<file path="src/rtl/adc_seq_pkg.sv">
// Shared definitions for the ADC oversampling sequencer.
//   - sequencer state encoding
//   - default widths for the core result, averaged output and accumulator
//   - AVG_MAX: largest supported log2(sample count)
package adc_seq_pkg;

  localparam int unsigned RES_W_DEF       = 12;
  localparam int unsigned OUT_W_DEF       = 16;
  localparam int unsigned ACC_W_DEF       = 19;
  localparam int unsigned TIMEOUT_CYC_DEF = 1023;

  localparam int unsigned AVG_MAX = 7;
  localparam int unsigned AVG_W   = 3;
  // Sample counter must hold 2^AVG_MAX.
  localparam int unsigned CNT_W   = AVG_MAX + 1;
  localparam int unsigned WD_W    = 10;

  typedef enum logic [1:0] {
    ST_IDLE,
    ST_LAUNCH,
    ST_WAIT,
    ST_DONE
  } seq_state_t;

endpackage

</file>
<file path="src/rtl/adc_avg_accumulator.sv">
// Accumulate-and-shift datapath for the oversampling sequencer.
// Ports:
//   clk, nrst  clock, asynchronous active-low reset
//   clear      zero the accumulator (takes priority over add)
//   add        add the zero-extended sample to the accumulator
//   sample     raw core result
//   shift      log2 of the sample count; average = acc >> shift
//   avg        truncated average, zero-extended/truncated to OUT_W
module adc_avg_accumulator
  import adc_seq_pkg::*;
#(
  parameter int unsigned RES_W = RES_W_DEF,
  parameter int unsigned OUT_W = OUT_W_DEF,
  parameter int unsigned ACC_W = ACC_W_DEF
) (
  input  logic             clk,
  input  logic             nrst,
  input  logic             clear,
  input  logic             add,
  input  logic [RES_W-1:0] sample,
  input  logic [AVG_W-1:0] shift,
  output logic [OUT_W-1:0] avg
);

  logic [ACC_W-1:0] acc;

  always_ff @(posedge clk or negedge nrst) begin
    if (!nrst) begin
      acc <= '0;
    end else if (clear) begin
      acc <= '0;
    end else if (add) begin
      acc <= acc + ACC_W'(sample);
    end
  end

  assign avg = OUT_W'(acc >> shift);

endmodule

</file>
<file path="src/rtl/adc_oversample_sequencer.sv">
// Oversampling controller for a SAR conversion core. One accepted start
// request launches 2^N back-to-back core conversions, accumulates the
// results and returns the truncated average with a one-cycle finished pulse.
// Ports:
//   clk, nrst                 clock, asynchronous active-low reset
//   start_in                  conversion request, honoured only when idle
//   abort_in                  synchronous abort of a running sequence
//   avg_control_in            N (log2 of sample count), captured on start
//   core_start_out            one-cycle start pulse to the SAR core
//   core_done_in              one-cycle done pulse from the SAR core
//   core_result_in            core result, valid with core_done_in
//   result_out                averaged result, held between sequences
//   conversion_finished_out   one-cycle pulse with each result_out update
//   busy_out                  high whenever not idle
//   err_out                   sticky watchdog error
// Optional feature: define ADC_SEQ_WATCHDOG_EN to enable the per-conversion
// watchdog (TIMEOUT_CYC cycles in WAIT); otherwise err_out is tied low.
module adc_oversample_sequencer
  import adc_seq_pkg::*;
#(
  parameter int unsigned RES_W       = RES_W_DEF,
  parameter int unsigned OUT_W       = OUT_W_DEF,
  parameter int unsigned ACC_W       = ACC_W_DEF,
  parameter int unsigned TIMEOUT_CYC = TIMEOUT_CYC_DEF
) (
  input  logic             clk,
  input  logic             nrst,
  input  logic             start_in,
  input  logic             abort_in,
  input  logic [AVG_W-1:0] avg_control_in,
  output logic             core_start_out,
  input  logic             core_done_in,
  input  logic [RES_W-1:0] core_result_in,
  output logic [OUT_W-1:0] result_out,
  output logic             conversion_finished_out,
  output logic             busy_out,
  output logic             err_out
);

  seq_state_t       state, state_nxt;
  logic [AVG_W-1:0] n_lat, n_lat_nxt;
  logic [CNT_W-1:0] cnt, cnt_nxt, cnt_inc, cnt_target;
  logic             acc_clear, acc_add, res_load, fin_nxt;
  logic             err_set, err_clr;
  logic [OUT_W-1:0] avg;

  assign cnt_inc    = cnt + 1'b1;
  assign cnt_target = CNT_W'(1) << n_lat;

`ifdef ADC_SEQ_WATCHDOG_EN
  localparam logic [WD_W-1:0] WD_LAST = WD_W'(TIMEOUT_CYC - 1);
  logic [WD_W-1:0] wd_cnt;
  logic            err_q;

  always_ff @(posedge clk or negedge nrst) begin
    if (!nrst) begin
      wd_cnt <= '0;
    end else if (state == ST_LAUNCH) begin
      wd_cnt <= '0;
    end else if (state == ST_WAIT) begin
      wd_cnt <= wd_cnt + 1'b1;
    end
  end

  always_ff @(posedge clk or negedge nrst) begin
    if (!nrst) begin
      err_q <= 1'b0;
    end else if (err_clr) begin
      err_q <= 1'b0;
    end else if (err_set) begin
      err_q <= 1'b1;
    end
  end

  assign err_out = err_q;
`else
  assign err_out = 1'b0;
`endif

  always_comb begin
    state_nxt = state;
    n_lat_nxt = n_lat;
    cnt_nxt   = cnt;
    acc_clear = 1'b0;
    acc_add   = 1'b0;
    res_load  = 1'b0;
    fin_nxt   = 1'b0;
    err_set   = 1'b0;
    err_clr   = 1'b0;
    if (state != ST_IDLE && abort_in) begin
      state_nxt = ST_IDLE;
      acc_clear = 1'b1;
      cnt_nxt   = '0;
    end else begin
      unique case (state)
        ST_IDLE: begin
          if (start_in) begin
            n_lat_nxt = avg_control_in;
            acc_clear = 1'b1;
            cnt_nxt   = '0;
            err_clr   = 1'b1;
            state_nxt = ST_LAUNCH;
          end
        end
        ST_LAUNCH: begin
          state_nxt = ST_WAIT;
        end
        ST_WAIT: begin
          if (core_done_in) begin
            acc_add   = 1'b1;
            cnt_nxt   = cnt_inc;
            state_nxt = (cnt_inc == cnt_target) ? ST_DONE : ST_LAUNCH;
          end
`ifdef ADC_SEQ_WATCHDOG_EN
          else if (wd_cnt == WD_LAST) begin
            err_set   = 1'b1;
            acc_clear = 1'b1;
            cnt_nxt   = '0;
            state_nxt = ST_IDLE;
          end
`endif
        end
        ST_DONE: begin
          res_load  = 1'b1;
          fin_nxt   = 1'b1;
          state_nxt = ST_IDLE;
        end
        default: state_nxt = ST_IDLE;
      endcase
    end
  end

  always_ff @(posedge clk or negedge nrst) begin
    if (!nrst) begin
      state                   <= ST_IDLE;
      n_lat                   <= '0;
      cnt                     <= '0;
      result_out              <= '0;
      conversion_finished_out <= 1'b0;
    end else begin
      state                   <= state_nxt;
      n_lat                   <= n_lat_nxt;
      cnt                     <= cnt_nxt;
      conversion_finished_out <= fin_nxt;
      if (res_load) begin
        result_out <= avg;
      end
    end
  end

  // Moore decodes so both drop asynchronously with nrst.
  assign core_start_out = (state == ST_LAUNCH);
  assign busy_out       = (state != ST_IDLE);

  adc_avg_accumulator #(
    .RES_W (RES_W),
    .OUT_W (OUT_W),
    .ACC_W (ACC_W)
  ) u_acc (
    .clk    (clk),
    .nrst   (nrst),
    .clear  (acc_clear),
    .add    (acc_add),
    .sample (core_result_in),
    .shift  (n_lat),
    .avg    (avg)
  );

endmodule

</file>
<file path="config.mk">
export PLATFORM = sky130hd
export DESIGN_NAME = adc_oversample_sequencer
export DESIGN_NICKNAME = d
export VERILOG_FILES = /design/src/rtl/adc_seq_pkg.sv /design/src/rtl/adc_avg_accumulator.sv /design/src/rtl/adc_oversample_sequencer.sv
export SDC_FILE = /design/constraint.sdc
export NUM_CORES = 1
export LEC_CHECK = 0
export CAP_MARGIN = 10
export CORE_MARGIN = 2
export CORE_UTILIZATION = 45
export CTS_CLUSTER_SIZE = 25
export DETAILED_ROUTE_END_ITERATION = 8
export GPL_ROUTABILITY_DRIVEN = 0
export PLACE_DENSITY = 0.69
export SYNTH_ARGS = -nofsm -noshare
export SYNTH_HDL_FRONTEND = slang
export SYNTH_SLANG_ARGS = --single-unit
</file>
<file path="constraint.sdc">
create_clock -name clk -period 2.4 [get_ports clk]
set_input_delay 0.36 -clock clk [delete_from_list [all_inputs] [get_ports clk]]
set_output_delay 0.36 -clock clk [all_outputs]
set_load 0.02 [all_outputs]
</file>
Word-level counts from Yosys, hierarchy flattened
Index checks and enable logic that the tools add are counted.

word-level totals
  bits in registers = 49
  bits of input ports = 20
  output and inout port bits = 20
  logic and storage cells = 44

cells by class
  add/sub/neg operators = 2
  equal/unequal tests = 6
  shift operators = 2
  mux-type cells = 19
  bitwise logic cells = 1
  reduce and logical (&&, ||, !) cells = 8

operator list
  cell                                                  number
  2-to-1 mux 19 bit                                     2
  2-to-1 mux 8 bit                                      3
  adder 19 x 12 -> 19 bit                               1
  >> shifter 19 x 3 -> 16 bit                           1
  case mux 8 bit (2 select lines)                       1
  adder 8 x 1 -> 8 bit (second input constant)          1
  equality test 8 bit                                   1
  2-to-1 mux 1 bit                                      8
  2-to-1 mux 2 bit                                      4
  case mux 2 bit (4 select lines)                       1
  << shifter 1 x 3 -> 8 bit (first input constant)      1
  != test 3 bit (second input constant)                 2
  AND reduction 3 bit                                   2
  equality test 2 bit (second input constant)           2
  nonzero test 2 bit                                    2
  nonzero test 3 bit                                    1
  equality test 2 x 1 -> 1 bit (second input constant)  1
  logical NOT 2 bit                                     1
  AND reduction 2 bit                                   1
  logical AND 1 bit                                     1
  NOT 1 bit                                             1

Logic depth before layout (Yosys ltp)
  depth after elaboration = 6
  gate-level depth with buffers = 7
  mapped depth without buffers = 7

By module
A second synthesis with hierarchy kept.

unflattened totals
  cells, all modules = 415
  area total of the unflattened synthesis = 3768.6 sq um

modules (own cells, without submodules)
  module                    instances  cells each  area an instance (sq um)  sequential area each (sq um)
  adc_avg_accumulator       1          267         2154.6                    475.5
  adc_oversample_sequencer  1          148         1614.0                    750.7

Worst setup path after synthesis
Ideal clock, no wire load.

  path kind = reg2reg
  start = register u_acc.acc[0]
  end = register u_acc.acc[16]
  setup time = 0.134 ns
  arrival time = 2.188 ns
  required time = 2.266 ns
  setup slack = 0.079 ns
  cell stages (with the launch flop) = 8
  path buffers = 0
  clock period less this slack = 2.321 ns
  cell sequence = dfrtp_1 -> ha_1 -> fa_1 -> a211oi_2 -> o21ai_0 -> a2111oi_2 -> nor4_1 -> mux2i_1

between the ends
  word-level cells in the longest chain between the ends = 3

RTL lines
  item                      line                       RTL
  start: declaration        adc_avg_accumulator.sv:25  logic [ACC_W-1:0] acc;
  start signal: assignment  adc_avg_accumulator.sv:33  acc <= acc + ACC_W'(sample);
  adder 19 x 12 -> 19 bit   adc_avg_accumulator.sv:33
  2-to-1 mux 19 bit         adc_avg_accumulator.sv:32  end else if (add) begin
  2-to-1 mux 19 bit         adc_avg_accumulator.sv:30  end else if (clear) begin

Every way passes these cells. The select of a mux whose other input is x is not followed.
A chain may end at the register's enable or synchronous reset.

Worst setup path in the final report
  start = input port core_result_in[0]
  end = register u_acc.acc[16]

between the ends
  word-level cells in the longest chain between the ends = 3

RTL lines
  item                     line                            RTL
  start: declaration       adc_oversample_sequencer.sv:33  input logic [RES_W-1:0] core_result_in,
  adder 19 x 12 -> 19 bit  adc_avg_accumulator.sv:33
  2-to-1 mux 19 bit        adc_avg_accumulator.sv:32
  2-to-1 mux 19 bit        adc_avg_accumulator.sv:30

Every way passes these cells. The select of a mux whose other input is x is not followed.

==> results.sh <==
export IMPL_overflow=0
export IMPL_num_antenna_cells=0
export IMPL_synth_top_family_by_area="compound AO/OA/AOI/OAI gates"
export IMPL_synth_top_area_share_pct=35.6
export IMPL_ys_top_cells_by_count="nand2_1 (52), dfrtp_1 (49), mux2i_1 (47)"
export IMPL_synth_cell_types=57
export IMPL_drtPass1Iterations=4
export IMPL_rrSetupSlack_ns=0.19
export IMPL_vias_per_cell=5.44
export IMPL_worst_slack_ns=0.123
export IMPL_finalClockSkew_ns=0.00876
export IMPL_final_util_pct=57.3
export IMPL_hold_viol=0
export IMPL_synth_compound_area_share_pct=17.9
export IMPL_synthSimpleGateAreaFrac_pct=17.2
export IMPL_grt_util_met1_pct=28.9
export IMPL_ys_seq_area_share_pct=35.6
export IMPL_end_kind="register"
export IMPL_synth_area_leaders="dfrtp_1 (36%), mux2i_1 (14%), o21ai_0 (6.4%)"
export IMPL_coreArea_um2=7330
export IMPL_syn_to_final_growth_pct=22.2
export IMPL_drt_iter0_markers=98
export IMPL_clkSinkCount=49
export IMPL_status="complete, no violations"
export IMPL_cts_buffers_inserted=5
export IMPL_drcViolationCount=0
export IMPL_slew_headroom_pct=23.8
export IMPL_drv_slew=0
export IMPL_crit_path_start_kind="input pin"
export IMPL_place_ws_ns=-0.391
export IMPL_synthMuxAreaShare_pct=15.6
export IMPL_cts_max_level=2
export IMPL_wire_per_inst_um=14.6
export IMPL_die_area_um2=8360
export IMPL_synthXorXnorAreaFrac_pct=4.47
export IMPL_nFillCells=650
export IMPL_synth_cell_area_um2=3440
export IMPL_clock_latency_ns=0.31
export IMPL_synth_ff_type="dfrtp_1"
export IMPL_rsz0062_at_grt="no"
export IMPL_hold_class="in2async"
export IMPL_dp_hpwl_um=6030
export IMPL_drtAntennaViolNets=0
export IMPL_p_per_area_nw_per_um2=600
export IMPL_async_flop_share_pct=100
export IMPL_grt_antenna_before_repair=0
export IMPL_postCtsSetupBuffers=0
export IMPL_syn_num_nets=411
export IMPL_grt_pass1_vias=2890
export IMPL_synthesis_yosys_warnings=0
export IMPL_nets=465
export IMPL_grt_usage_pct=19.9
export IMPL_wl_um=7750
export IMPL_netlist_instances=377
export IMPL_ios=40
export IMPL_rr_worst_depth=8
export IMPL_period_share_pct=94.9
export IMPL_port_buffers=38
export IMPL_power_mw=2.52
export IMPL_fp_dieH_um=91.4
export IMPL_synth_most_common_cell="nand2_1"
export IMPL_num_rows=31
export IMPL_grt_use_met3_pct=2.66
export IMPL_yosys_area_top_type="dfrtp_1"
export IMPL_cts_tree="built"
export IMPL_p_leak_nw=1.84
export IMPL_r2r_start="u_acc.acc[0]"
export IMPL_grt_first_pass_wirelength_um=13700
export IMPL_vias=2888
export IMPL_crit_fanout=4
export IMPL_cts_clk_slew_worst_paths_ns=0.10
export IMPL_gr_max_usage_layer="met2"
export IMPL_required_ns=2.59
export IMPL_use_met2_pct=31.1
export IMPL_min_period_ns=2.28
export IMPL_drv_cap=0
export IMPL_vdd_ir_drop_max_v=0.000293
export IMPL_crit_arrival_ns=2.47
export IMPL_tightest_slew_ns=1.14
export IMPL_cts_hold_buf=0
export IMPL_criticalPathCategory="in2reg"
export IMPL_clockBufferDepth=2
export IMPL_cts_root_buffer_cell="clkbuf_8"
export IMPL_setup_tns_ns=0
export IMPL_fmax_ghz=0.439
export IMPL_worstReg2RegEnd="u_acc.acc[16]"
export IMPL_drive_gt1_share_pct=12.3
export IMPL_initial_core_util_pct=46.9
export IMPL_placedCellCount=523
export IMPL_synth_edf_count=0
export IMPL_avgSynthCellArea_um2=9.12
export IMPL_setup_violations=0
export IMPL_synth_seq_cells=49
export IMPL_die_w_um=91.4
export IMPL_grt_max_degree=50
export IMPL_layout_cells_non_filler=531
export IMPL_synthAdderAreaFrac_pct=5.31
==> layout by cell type, fill, tap and decap left out, drive strengths merged, types with 4 or more instances in the layout <==
master / n
nand2: 52
dfrtp: 49
mux2i: 47
o21ai: 44
clkdlybuf4s50: 37
buf: 30
a21oi: 20
nor2: 14
ha: 13
xor2: 10
nand2b: 9
inv: 9
nand3: 9
a211oi: 8
nor2b: 7
nor3: 7
xnor2: 5
clkbuf: 5
a22o: 4
o31ai: 4
nor3b: 4
==> power by group <==
part / internal (mW) / switching [mW]
logic: 0.392 / 0.460
registers: 0.886 / 0.0764
clock network: 0.419 / 0.289
total: 1.70 / 0.826
==> cell type report <==
cell class | count | area, um2 | share of cell area (%)
Timing Repair Buffer | 67 | 593 | 14.1
Clock buffer | 5 | 68.8 | 1.64
Multi-Input combinational cell | 300 | 2090 | 49.8
Inverter | 8 | 30.0 | 0.714
Sequential cell | 49 | 1230 | 29.2
Tap cell | 99 | 124 | 2.95
Clock inverter | 3 | 68.8 | 1.64
==> layer usage <==
layer / up-vias / wire length, um
met3: 10 / 286
met5: - / 0
met1: 1348 / 3930
met4: 0 / 122
met2: 67 / 3410
li1: 1463 / -
==> cell families after synthesis <==
| family | count (synthesis) |
|---|---|
| other cells | 1 |
| flops | 49 |
| xor+xnor | 16 |
| mux | 51 |
| fa+ha+maj | 14 |
| compound gates | 100 |
| simple gates | 118 |
| buf+inv | 28 |
==> metrics by stage <==
stage | hold WS, ns | area (um2)
finish | 0.140 | 4200
global route | 0.202 | 4200
CTS | 0.166 | 4200
detailed placement | 0.469 | 4060
global placement | 0.461 | 4060
floorplan | 0.0644 | 3440
==> worst max-delay path: stages <==
cell and delay, ns:
clkdlybuf4s50_1 0.40, ha_1 0.23, fa_2 0.36, a211oi_2 0.25
o21ai_2 0.12, a2111oi_2 0.37, buf_4 0.19, nor4_1 0.06
mux2i_1 0.13
==> state kept, by name (all words and copies together), names as in the netlist <==
register / count
cnt: 8
conversion_finished_out: 1
n_lat: 3
result_out: 16
state: 2
u_acc.acc: 19
==> repair_timing <==
action | CTS | global route
gates resized for setup | 1 | 2
pin swaps | 0 | 1
endpoints found under the setup margin | 4 | 4
==> worst max path at each step <==
| stage | end | slack (ns) | startpoint | cells past startpoint |
|---|---|---|---|---|
| finish | u_acc.acc[16] | 0.12 | core_result_in[0] | 9 |
| global route | u_acc.acc[12] | 0.003 | core_result_in[0] | 9 |
| CTS | u_acc.acc[16] | 0.004 | core_result_in[0] | 9 |
| detailed placement | u_acc.acc[16] | -0.39 | core_result_in[0] | 9 |
| global placement | u_acc.acc[16] | -0.37 | core_result_in[0] | 9 |
| floorplan | u_acc.acc[16] | 0.08 | u_acc.acc[0] | 7 |
No activity file was read; power rests on OpenSTA's default activity.
